`src/rtl/qdec_pkg.sv`:
```
// qdec_pkg -- shared types and the quadrature transition lookup for quad_decoder.
//   qphase_t     : filtered phase {A,B}
//   qdec_state_e : decoder FSM states
//   qdir_e       : classification of a phase transition
//   qdec_dir()   : classifies prev -> nxt as none / forward / reverse / illegal
package qdec_pkg;

    typedef logic [1:0] qphase_t;

    typedef enum logic {
        INIT  = 1'b0,
        TRACK = 1'b1
    } qdec_state_e;

    typedef enum logic [1:0] {
        DIR_NONE = 2'd0,
        DIR_FWD  = 2'd1,
        DIR_REV  = 2'd2,
        DIR_ERR  = 2'd3
    } qdir_e;

    // Forward order is the Gray sequence 00>01>11>10>00, whose successor is
    // {prev[0], ~prev[1]}. Any single-bit change that is not forward is reverse.
    function automatic qdir_e qdec_dir(qphase_t prev, qphase_t nxt);
        qphase_t fwd_next;
        fwd_next = {prev[0], ~prev[1]};
        if (prev == nxt)
            return DIR_NONE;
        else if ((prev ^ nxt) == 2'b11)
            return DIR_ERR;
        else if (nxt == fwd_next)
            return DIR_FWD;
        else
            return DIR_REV;
    endfunction

endpackage

```
`src/rtl/qdec_filter.sv`:
```
// qdec_filter -- one encoder channel: synchroniser, debounce filter, sticky stable flag.
// Ports:
//   clk     system clock
//   rstn    asynchronous active-low reset
//   din     raw channel, asynchronous to clk
//   dout    filtered channel value
//   stable  sticky; set once the debounce counter has sat at zero for FILT_CYCLES cycles
module qdec_filter
    import qdec_pkg::*;
#(
    parameter int SYNC_STAGES = 2,
    parameter int FILT_CYCLES = 4
) (
    input  logic clk,
    input  logic rstn,
    input  logic din,
    output logic dout,
    output logic stable
);

    localparam int CW = (FILT_CYCLES > 1) ? $clog2(FILT_CYCLES) : 1;

    logic [SYNC_STAGES-1:0] sync;
    logic [CW-1:0]          cnt;
    logic [CW-1:0]          scnt;
    logic                   s_in;

    assign s_in = sync[SYNC_STAGES-1];

    always_ff @(posedge clk or negedge rstn) begin
        if (!rstn) begin
            sync   <= '0;
            cnt    <= '0;
            scnt   <= '0;
            dout   <= 1'b0;
            stable <= 1'b0;
        end else begin
            sync <= {sync[SYNC_STAGES-2:0], din};

            // cnt holds the number of consecutive differing cycles already seen,
            // so the FILT_CYCLES-th one is the cycle where cnt == FILT_CYCLES-1.
            if (s_in == dout) begin
                cnt <= '0;
            end else if (cnt == CW'(FILT_CYCLES - 1)) begin
                dout <= s_in;
                cnt  <= '0;
            end else begin
                cnt <= cnt + CW'(1);
            end

            if (!stable) begin
                if (cnt != '0)
                    scnt <= '0;
                else if (scnt == CW'(FILT_CYCLES - 1))
                    stable <= 1'b1;
                else
                    scnt <= scnt + CW'(1);
            end
        end
    end

endmodule

```
`src/rtl/quad_decoder.sv`:
```
// quad_decoder -- synchronises, debounces and decodes a 2-channel quadrature encoder
// into single-cycle up/down strobes for a downstream up/down counter.
// Ports:
//   clk      system clock
//   rstn     asynchronous active-low reset
//   enc_a    encoder channel A (asynchronous)
//   enc_b    encoder channel B (asynchronous)
//   en       strobe enable; phase is tracked even when low
//   up       one-cycle pulse per forward step
//   down     one-cycle pulse per reverse step
//   err      one-cycle pulse per illegal (both-channel) transition
//   phase    current filtered phase {A,B}
//   err_cnt  saturating illegal-transition count (only with QDEC_ERR_CNT_EN)
//   locked   set once the initial phase has been captured
// Build option: define QDEC_ERR_CNT_EN to add the err_cnt counter and port.
//
// state | meaning
// INIT  | waiting for both channels to report stable; no strobes
// TRACK | decoding filtered phase changes into up/down/err strobes
module quad_decoder
    import qdec_pkg::*;
#(
    parameter int SYNC_STAGES = 2,
    parameter int FILT_CYCLES = 4,
    parameter int ERR_WIDTH   = 8
) (
    input  logic                 clk,
    input  logic                 rstn,
    input  logic                 enc_a,
    input  logic                 enc_b,
    input  logic                 en,
    output logic                 up,
    output logic                 down,
    output logic                 err,
    output logic [1:0]           phase,
`ifdef QDEC_ERR_CNT_EN
    output logic [ERR_WIDTH-1:0] err_cnt,
`endif
    output logic                 locked
);

    if (ERR_WIDTH < 1) begin : g_err_width_chk
        $error("quad_decoder: ERR_WIDTH must be >= 1");
    end

    logic        filt_a, filt_b;
    logic        stable_a, stable_b;
    qphase_t     nxt;
    qdir_e       dir;
    qdec_state_e state;

    qdec_filter #(.SYNC_STAGES(SYNC_STAGES), .FILT_CYCLES(FILT_CYCLES)) u_filt_a (
        .clk    (clk),
        .rstn   (rstn),
        .din    (enc_a),
        .dout   (filt_a),
        .stable (stable_a)
    );

    qdec_filter #(.SYNC_STAGES(SYNC_STAGES), .FILT_CYCLES(FILT_CYCLES)) u_filt_b (
        .clk    (clk),
        .rstn   (rstn),
        .din    (enc_b),
        .dout   (filt_b),
        .stable (stable_b)
    );

    assign nxt = {filt_a, filt_b};
    assign dir = qdec_dir(phase, nxt);

    always_ff @(posedge clk or negedge rstn) begin
        if (!rstn) begin
            state  <= INIT;
            phase  <= 2'b00;
            locked <= 1'b0;
            up     <= 1'b0;
            down   <= 1'b0;
            err    <= 1'b0;
        end else begin
            up   <= 1'b0;
            down <= 1'b0;
            err  <= 1'b0;
            case (state)
                INIT: begin
                    if (stable_a && stable_b) begin
                        phase  <= nxt;
                        locked <= 1'b1;
                        state  <= TRACK;
                    end
                end
                TRACK: begin
                    // The enum decode makes up/down/err mutually exclusive by construction.
                    up   <= en && (dir == DIR_FWD);
                    down <= en && (dir == DIR_REV);
                    err  <= (dir == DIR_ERR);
                    if (dir != DIR_NONE)
                        phase <= nxt;
                end
                default: state <= INIT;
            endcase
        end
    end

`ifdef QDEC_ERR_CNT_EN
    always_ff @(posedge clk or negedge rstn) begin
        if (!rstn)
            err_cnt <= '0;
        else if (err && (err_cnt != '1))
            err_cnt <= err_cnt + ERR_WIDTH'(1);
    end
`endif

endmodule

```
`config.mk`:
```
export PLATFORM = sky130hd
export DESIGN_NAME = quad_decoder
export DESIGN_NICKNAME = d
export VERILOG_FILES = /design/src/rtl/qdec_pkg.sv /design/src/rtl/qdec_filter.sv /design/src/rtl/quad_decoder.sv
export SDC_FILE = /design/constraint.sdc
export NUM_CORES = 1
export LEC_CHECK = 0
export CORE_ASPECT_RATIO = 1.4
export CORE_MARGIN = 2
export CORE_UTILIZATION = 32
export CTS_CLUSTER_DIAMETER = 100
export CTS_CLUSTER_SIZE = 40
export DETAILED_ROUTE_END_ITERATION = 7
export GPL_TIMING_DRIVEN = 0
export PLACE_DENSITY = 0.54
export REMOVE_ABC_BUFFERS = 1
export SLEW_MARGIN = 10
export SYNTH_ARGS = -nofsm -noshare
export SYNTH_HDL_FRONTEND = slang
export SYNTH_SLANG_ARGS = --single-unit
```
`constraint.sdc`:
```
create_clock -name clk -period 3.45 [get_ports clk]
set_clock_uncertainty 0.1 [all_clocks]
set_input_delay 0.5175 -clock clk [delete_from_list [all_inputs] [get_ports clk]]
set_output_delay 0.5175 -clock clk [all_outputs]
set_load 0.005 [all_outputs]
```
==> results.py <==
metrics = {
    "cells_and_area": {
        "final_cell_mix": "dfrtp_1, clkdlybuf4s50_1, nand3_1, ha_1",
        "final_nets": 98,
        "drive_gt1_share_pct": 10.5,
        "n_antenna_cell": 0,
        "area_growth_pct": 20.3,
        "final_common_cell": "dfrtp_1",
    },
    "cts": {
        "h-tree-depth": 1,
        "root_buffer": "clkbuf_8",
        "cts_buffer_depth": 2,
        "clk_pin_slew_ns": 0.08,
        "cts_hold_buf": 0,
        "insertion_delay_ns": 0.26,
        "clkSinkCount": 23,
        "post_cts_buffers": 0,
        "numCtsBuffers": 3,
        "cts.repair.resized": 0,
        "cts_tree": "built",
    },
    "sta": {
        "rsz0062_at_grt": "false",
        "fin_crit_sh_pct": 52.8,
        "fin_setup_tns_ns": 0,
        "final_max_slew_viol_count": 0,
        "finalHoldViolations": 0,
        "relSlewSlack_pct": 35.0,
        "max_freq_ghz": 0.549,
        "post-route-min-period_ns": 1.82,
        "final-setup-viol-count": 0,
        "max_slew.worst_pin.slew_ns": 0.971,
        "hold_slack_ns": 0.254,
    },
    "floorplan": {
        "die_w_microns": 49.9,
        "die_h_microns": 68.2,
        "io_pins": 11,
        "rows": 23,
        "die_area_sq_um": 3400,
        "core_area_sq_um": 2850,
        "initial_utilization_pct": 33.1,
    },
    "worst_hold_path": {
        "hold_path_class": "reg2reg",
    },
    "route": {
        "postRouteAntennaNets": 0,
        "drc": 0,
        "drt_iter0_drc": 9,
        "viasPerCell": 4.66,
        "wl_microns": 1340,
        "wl_per_cell_microns": 10.9,
        "dr.pass1.iters": 2,
        "dr_total_vias": 573,
    },
    "synth": {
        "synth_edf_count": 0,
        "yosysSeqAreaShare_pct": 61.0,
        "yosys.area.top_type_share_pct": 61.0,
        "synthFlopType": "dfrtp_1",
        "syn_area_sq_um": 943,
        "yosysTopAreaCell": "dfrtp_1",
        "syn_avg_cell_area_sq_um": 13.1,
        "synth_area_leaders": "dfrtp_1, ha_1, mux2_2, nand3_1, xnor2_1",
        "postSynth.asyncResetShare_pct": 100,
        "ys_ff_latch": 23,
        "yosysWarnings": 0,
        "ys_types": 20,
        "syn_inst": 72,
    },
    "power": {
        "worst_ir_drop_vdd_v": 0.000358,
        "pwr_density_cell_nw_per_um2": 782,
        "leakage_nw": 0.513,
        "p_total_uw": 888,
    },
    "global_routing": {
        "grt_max_degree": 24,
        "antenna_found_initial": 0,
        "grtUsageTotal_pct": 9.79,
        "grt.overflow.total": 0,
        "grt_first_pass_wirelength_microns": 2490,
        "grt_pass1_vias": 602,
    },
    "worst_setup_path": {
        "slowest_delay_ns": 0.53,
        "cpMaxStageDelayCell": "clkdlybuf4s50_1",
        "critPathTopFamily": "buffers and inverters",
        "end_kind": "output port",
        "arrival_ns": 1.20,
        "crit_fanout": 4,
        "crit_required_ns": 2.83,
        "path_cells": "clkdlybuf4s50_1",
        "reg2reg_slack_ns": 2.04,
        "path_buf_inv": 1,
        "critPathKind": "reg2out",
        "cp-start-kind": "register",
    },
    "placed_design": {
        "gp_congestion": 0.680,
        "dpl.hpwl_microns": 992,
        "port_buffers": 10,
    },
    "run": {
        "maxCapViolations": 0,
    },
    "outcome": {
        "outcome": "finished clean",
    },
}
layer usage:
metal  global-route usage (%)  routed length, microns  vias to the layer above
met4                     6.25                      27                        0
li1                         -                       -                      277
met1                     11.4                     633                      279
met3                     1.97                      51                        4
met5                        0                       0                        -
met2                     16.5                     631                       13
path summary, 6_finish.rpt:
kind                                  start          endpoint  cells past startpoint
max reg2reg                u_filt_a.scnt[0]  u_filt_a.scnt[0]                      3
min                        u_filt_a.sync[0]  u_filt_a.sync[1]                      0
max in group asynchronous              rstn   u_filt_b.stable                      1
min in group asynchronous              rstn   u_filt_b.cnt[1]                      1
max                                phase[0]          phase[0]                      1
min reg2reg                u_filt_a.sync[0]  u_filt_a.sync[1]                      0
logic make-up (layout without fill, tap and decap cells):
kind of cell	after synthesis	count (layout)	synth area share [%]
DFF	23	23	61.0
and+or+nand+nor	23	23	14.5
adders and majority gates	6	6	7.96
xor gates and xnor gates	6	6	5.57
AOI/OAI and AO/OA	5	5	4.24
buffers and inverters	5	19	1.99
muxes	4	4	4.77
report_power, final:
| part | total, mW | switching, mW | internal (mW) |
|---|---|---|---|
| registers | 0.439 | 0.0823 | 0.357 |
| clock network | 0.160 | 0.0783 | 0.0822 |
| logic | 0.288 | 0.111 | 0.177 |
per-stage QoR:
stage               area [sq um]  instances  util (%)  worst slack, ns
finish                      1130        123      39.8             1.63
global route                1130        123      39.8             1.55
CTS                         1130        123      39.8             1.61
detailed placement          1090        119      38.3             1.55
global placement            1090        119      38.3             1.56
floorplan                    943         72         -             2.11
cells in the mapped netlist (2+ instances only):
cell     instances
dfrtp_1         23
ha_1             6
nand3_1          6
inv_1            5
nand2_1          5
mux2_2           4
nor3_1           3
xnor2_1          3
xor2_1           3
and3_1           2
nor2b_1          2
or4b_1           2
registers in the layout, summed over array words and instances (netlist names):
signal and cells:
phase 2, down 1, u_filt_b.dout 1, locked 1
u_filt_a.stable 1, u_filt_a.cnt 2, u_filt_a.dout 1, u_filt_a.sync 2
u_filt_b.cnt 2, u_filt_a.scnt 2, u_filt_b.sync 2, state 1
u_filt_b.scnt 2, err 1, up 1, u_filt_b.stable 1
layout make-up:
cell class,instances,area (sq um)
fill,256,1710
sequential,23,576
multi-input combinational,44,349
timing repair buffer,10,100
tap,37,46.3
clock buffer,4,45.0
inverter,5,18.8
Note: power is estimated with default switching activity, not from simulation.
